==> src/rtl/bus_arbiter.sv <==
// Four-master round-robin bus arbiter with active-low request/grant lines.
// The owner may keep the bus for at most MAX_HOLD contended cycles, then it must hand over.
module bus_arbiter #(
    parameter int MAX_HOLD = 16
) (
    input  logic       clk,
    input  logic       reset_,
    input  logic [3:0] m_req_,
    output logic [3:0] m_grnt_,
    output logic [1:0] owner,
    output logic [7:0] hold_cnt
);

    localparam logic [7:0] HOLD_LAST = 8'(MAX_HOLD - 1);

    // Returns the nearest requesting master after cur, in round-robin order.
    // If no other master is requesting, the result is cur.
    function automatic logic [1:0] rr_pick(input logic [1:0] cur, input logic [3:0] req);
        logic [1:0] idx;
        rr_pick = cur;
        // Scan from farthest to nearest so that the nearest requester wins.
        for (int i = 3; i >= 1; i--) begin
            idx = cur + 2'(i);
            if (req[idx]) begin
                rr_pick = idx;
            end else begin
                rr_pick = rr_pick;
            end
        end
    endfunction

    // Active-low one-hot grant for the given owner.
    function automatic logic [3:0] grant_of(input logic [1:0] own);
        grant_of = 4'b1111;
        grant_of[own] = 1'b0;
    endfunction

    logic [1:0] owner_q, owner_d;
    logic [3:0] grnt_q, grnt_d;
    logic [7:0] hold_q, hold_d;
    logic [3:0] req_s;
    logic [3:0] others_s;
    logic       own_req_s;

    // Next owner, grant and contention counter from the sampled requests.
    always_comb begin
        req_s     = ~m_req_;
        own_req_s = req_s[owner_q];
        others_s  = req_s & grant_of(owner_q);
        owner_d   = owner_q;
        hold_d    = 8'd0;
        if (!own_req_s) begin
            owner_d = rr_pick(owner_q, req_s);
        end else if (others_s == 4'b0000) begin
            owner_d = owner_q;
        end else if (hold_q >= HOLD_LAST) begin
            owner_d = rr_pick(owner_q, others_s);
        end else begin
            hold_d = hold_q + 8'd1;
        end
        grnt_d = grant_of(owner_d);
    end

    // State register; reset parks the bus on master 0.
    always_ff @(posedge clk or negedge reset_) begin
        if (!reset_) begin
            owner_q <= 2'd0;
            grnt_q  <= 4'b1110;
            hold_q  <= 8'd0;
        end else begin
            owner_q <= owner_d;
            grnt_q  <= grnt_d;
            hold_q  <= hold_d;
        end
    end

    assign owner    = owner_q;
    assign m_grnt_  = grnt_q;
    assign hold_cnt = hold_q;

endmodule

==> config.mk <==
export PLATFORM = sky130hd
export DESIGN_NAME = bus_arbiter
export DESIGN_NICKNAME = d
export VERILOG_FILES = /design/src/rtl/bus_arbiter.sv
export SDC_FILE = /design/constraint.sdc
export NUM_CORES = 1
export LEC_CHECK = 0
export ABC_AREA = 1
export CAP_MARGIN = 20
export CORE_MARGIN = 3
export CORE_UTILIZATION = 49
export DETAILED_ROUTE_END_ITERATION = 16
export PLACE_DENSITY = 0.78
export SYNTH_ARGS = -nofsm -noshare
export SYNTH_HDL_FRONTEND = slang
export SYNTH_SLANG_ARGS = --single-unit
==> constraint.sdc <==
create_clock -name clk -period 2.3 [get_ports clk]
set_input_delay 0.345 -clock clk [delete_from_list [all_inputs] [get_ports clk]]
set_output_delay 0.345 -clock clk [all_outputs]
set_load 0.01 [all_outputs]
======== After elaboration in Yosys (flattened, before gate mapping) ========
Cells that the tools add are included.
storage, ports and cells
  bits in registers ....................... 14
  output and inout bits ................... 14
operators by class
  add/subtract/negate cells ............... 4
  order comparisons ....................... 8
  reduce and logical (&&, ||, !) cells .... 3
  multiplexer cells ....................... 30
  bitwise operators ....................... 4
operators by type and width
  operator                                                                      number
  8-bit 2-to-1 mux                                                              3
  2-bit 2-to-1 mux                                                              9
  2-bit by 3-bit less-than comparator with 1-bit output, second input constant  5
  1-bit binary-select mux with 2-bit select                                     7
  4-bit NOT                                                                     3
  1-bit 2-to-1 mux                                                              9
  8-bit by 1-bit adder with 8-bit output, second input constant                 1
  8-bit by 4-bit >= comparator with 1-bit output, second input constant         1
  2-bit adder, second input constant                                            2
  4-bit bitwise AND                                                             1
  1-bit demux with 2-bit select                                                 2
  2-bit by 1-bit >= comparator with 1-bit output, second input constant         2
  4-bit zero test                                                               1
  2-bit by 1-bit adder with 2-bit output, second input constant                 1
  1-bit logical AND                                                             2

======== Depth between registers and ports, before layout ========
  word-level depth ........................ 19
  gate-level depth with buffers ........... 15

======== Least setup slack after synthesis ========
OpenSTA, ideal clock, no wires.
  path kind ............................... reg-to-reg
  from .................................... register owner_q[1] (netlist: owner[1])
  to ...................................... register grnt_q[0] (netlist: m_grnt_[0])
  required time ........................... 2183 ps
  arrival ................................. 1736 ps
  slack ................................... 447 ps
  clock period less this slack ............ 1853 ps
  cell stages (with the launch flop) ...... 13
  path through ............................ dfrtp_1 > inv_1 > ha_1 > inv_1 > o211ai_2 > nand2_1 > inv_1 > nand2_1 > nand2_1 > nand3_1 > nand2_2 > inv_2 > nand2_1
between the ends
  word-level cells in the longest chain between the ends .. 19
  elaborated cells between the ends (all ways) .. 40
  classes of those cells .................. 3 x add/sub; 4 x order compare; 27 x mux; 3 x bitwise; 3 x reduce/logical
RTL lines
  element                                                                                                                                        RTL line  RTL
  from (decl)                                                                                                                                    38        logic [1:0] owner_q, owner_d;
  from (signal assigned)                                                                                                                         71        owner_q <= owner_d;
  2-bit by 3-bit less-than comparator with 1-bit output (not written as such) or 2-bit by 1-bit >= comparator with 1-bit output (tied branches)  35        grant_of[own] = 1'b0;
  1-bit logical AND (not written as such)                                                                                                        35
  1-bit 2-to-1 mux (not written as such)                                                                                                         35
  1-bit demux with 2-bit select                                                                                                                  35
  4-bit NOT (no line)                                                                                                                            -
  4-bit bitwise AND                                                                                                                              49        others_s = req_s & grant_of(owner_q);
  1-bit binary-select mux with 2-bit select                                                                                                      24        if (req[idx]) begin
  1-bit 2-to-1 mux (not written as such)                                                                                                         24
  [5 not listed]                                                                                                                                 -
  2-bit 2-to-1 mux *                                                                                                                             52        if (!own_req_s) begin
  net owner_d[0]                                                                                                                                 38
  2-bit by 3-bit less-than comparator with 1-bit output (not written as such) or 2-bit by 1-bit >= comparator with 1-bit output (tied branches)  35
  1-bit logical AND (not written as such)                                                                                                        35
  1-bit 2-to-1 mux (not written as such)                                                                                                         35
  1-bit demux with 2-bit select *                                                                                                                35
  4-bit NOT (no line) *                                                                                                                          -
  net grnt_d[0]                                                                                                                                  39        logic [3:0] grnt_q, grnt_d;
  to (signal assigned)                                                                                                                           72        grnt_q <= grnt_d;
  to (decl)                                                                                                                                      39
The timed path passes the listed nets; every way through them passes the cells marked *. The select of a mux whose other input is x is not followed.

======== Worst setup path after layout ========
  from .................................... register owner_q[0] (netlist: owner[0])
  to ...................................... register grnt_q[0] (netlist: m_grnt_[0])
The elaborated chain is that of the path after synthesis.

==> impl_metrics.tcl <==
set metrics [dict create \
    drive_gt1_share_pct 16.34 \
    critPathLaunchType "flip-flop" \
    rows 14 \
    leakagePower_uw 0.0006132 \
    vias_per_cell 4.797 \
    slowest_delay_ns 0.52 \
    sw_frac_of_total_pct 50.02 \
    grt_pass1_wl_um 3401 \
    cp-end-kind "flip-flop" \
    grt_pass1_vias 796 \
    p_int_uw 843.6 \
    yosys_register_bits 14 \
    fin_area_mm2 0.001182 \
    drt_iter0_drc 13 \
    skew_ns 0.002367 \
    start_util_pct 55.84 \
    numCtsBuffers 3 \
    grt_overflow_total 0 \
    final_common_cell "nand2_1" \
    rsz0062_at_grt "no" \
    grt_max_degree 15 \
    synth_area_um2 909.6 \
    die_w_um 49.09 \
    final_cell_mix "nand2_1, clkdlybuf4s50_1, nor2_1" \
    die-area_mm2 0.002409 \
    sequentialPowerShare_pct 22.7 \
    final.min_clock_period_ns 2.051 \
    num_vias 849 \
    syn_area_per_cell_um2 7.219 \
    required_ns 2.48 \
    path_delay_family "simple AND/OR/NAND/NOR gates" \
    relSlewSlack_pct 59.64 \
    p_switching_uw 844.2 \
    hpwl_um 1571 \
    yosysUniqueCellTypes 19 \
    path_class "reg2reg" \
    yosys_warnings 0 \
    hold_class "in2async" \
    drt-pass1-iter-count 4 \
    cap_violations 0 \
    coreArea_mm2 0.001629 \
    worst_pin_slew_ns 0.6034 \
    ctsHoldBuffers 0 \
    post-route-util_pct 72.58 \
    die_y_um 49.09 \
    cts_root_buf "clkbuf_4" \
    avgRoutedWirePerCell_um 10.83 \
    antenna_found_initial 0 \
    pin_count 20 \
    timing.fmax_ghz 0.4876 \
    clk_pin_slew_worst_paths_ns 0.08 \
    critPathMostFrequentCell "nand2_1" \
    maxSlewViolCount 0 \
    powerDensity_mw_per_mm2 1427 \
    routed_wl_um 1917 \
    cp_max_fo 9 \
    finalSetupViolCount 0 \
    final_nets 165 \
    hold_violations 0 \
    dpl_cell_area_mm2 0.001145 \
    syn-instance-count 126 \
    max-vdd-ir-drop_mv 1.262 \
    gp_congestion 0.9076 \
    io_buffers 19 \
    h-tree-depth 1 \
    combPwrFrac_pct 67.0 \
    crit_arrival_ns 2.23 \
    area_growth_pct 29.99 \
    clkPwrFrac_pct 10.4 \
    grt_usage_pct 18.08 \
    ant_nets 0 \
    slowest_stage "dfrtp_1" \
    status "complete, no violations" \
    drc 0 \
    clkSinkCount 14 \
    worstPathCellList "inv_2 -> ha_1 -> inv_1 -> nand2_1 -> nand2_1 -> inv_1 -> o21ai_2 -> nand2_1 -> nand2_1 -> nand2_1 -> nand2_2 -> inv_2 -> nand2_1" \
    tns_ns 0 \
    totalPowerFinal_uw 1688 \
    crit_buf_inv 4 \
    yosysSeqAreaShare_pct 38.93 \
    clockBufferDepth 2 \
    min_period_over_period_pct 89.16 \
    clock_latency_ns 0.28 \
    cts_tree "built" \
    diodes 0 \
]
flip-flops by register name (all words and copies together), names as in the netlist:
name      count
m_grnt_       4
hold_cnt      8
owner         2
path summary, 6_finish.rpt:
kind,from,endpoint,slack (ns),cells past startpoint
max in group asynchronous,reset_,owner[1]$_DFF_PN0_,1.43,1
max reg2reg,owner[0]$_DFF_PN0_,m_grnt_[0]$_DFF_PN0_,0.25,13
max,owner[0]$_DFF_PN0_,m_grnt_[0]$_DFF_PN0_,0.25,13
min reg2reg,hold_cnt[0]$_DFF_PN0_,hold_cnt[0]$_DFF_PN0_,0.49,1
min in group clk,hold_cnt[0]$_DFF_PN0_,hold_cnt[0]$_DFF_PN0_,0.49,1
min,reset_,hold_cnt[7]$_DFF_PN0_,0.44,1
Yosys cell counts, drive strengths merged:
cell,instances,area share (%)
a21oi,2,1.1
conb,1,0.41
nand3,9,5.0
dfstp,3,8.7
inv,12,5.0
nand2,57,25
buf,1,1.2
ha,5,6.9
dfrtp,11,30
nor2,14,5.8
nand3b,1,0.83
o211ai,2,2.2
xnor2,1,0.96
o21ai,6,5.4
xor2,1,0.96
timing repair:
action                                  CTS  global route
endpoints found under the setup margin    0             3
resized for setup                         0             1
setup buffers                             0             0
area by class of cell:
class,count,area (um2)
timing repair buffer,21,205.2
fill,141,446.7
sequential,14,355.3
inverter,12,45.04
tap,24,30.03
clock buffer,4,36.28
multi-input combinational,102,510.5
worst register-to-register path: stages (launching register included):
cell	delay [ns]
dfrtp_1	0.52
inv_2	0.15
ha_1	0.42
inv_1	0.15
nand2_1	0.13
nand2_1	0.06
inv_1	0.06
o21ai_2	0.05
nand2_1	0.09
nand2_1	0.06
nand2_1	0.07
nand2_2	0.08
inv_2	0.06
nand2_1	0.04
routing by layer:
| metal | part of all wire (%) | track usage (%) |
|---|---|---|
| met5 | 0 | 0 |
| met4 | 0 | 5.687 |
| met3 | 3.1 | 5.505 |
| met2 | 47 | 28.35 |
| met1 | 50 | 23.61 |
power by group through the flow:
| stage | clock (uW) | combinational (uW) | sequential [uW] |
|---|---|---|---|
| 5_1_grt | 202 | 1280 | 390 |
| 6_report | 175 | 1130 | 382 |
| 2_1_floorplan | 0 | 814 | 395 |
| 3_3_place_gp | 0 | 1100 | 382 |
| 3_5_place_dp | 0 | 1120 | 382 |
| 4_1_cts | 185 | 1120 | 379 |
stage by stage:
stage	setup slack (ns)	hold WS, ns	instances
CTS	0.2095	0.4432	177
global route	0.06017	0.4496	177
detailed placement	0.2230	0.4771	173
global placement	0.2496	0.4745	173
floorplan	0.4471	0.04941	129
finish	0.2493	0.4381	177
cells by family (layout without fill, tap and decap cells):
group | Yosys count | count (layout) | share of synthesized area (%)
simple gates | 81 | 81 | 37.00
compound gates | 10 | 10 | 8.665
fa+ha+maj | 5 | 5 | 6.878
flops | 14 | 14 | 38.93
buf+inv | 13 | 37 | 6.190
xor+xnor | 2 | 2 | 1.926
other cells | 1 | 4 | 0.4123
Power figures use the tool's default switching activity.
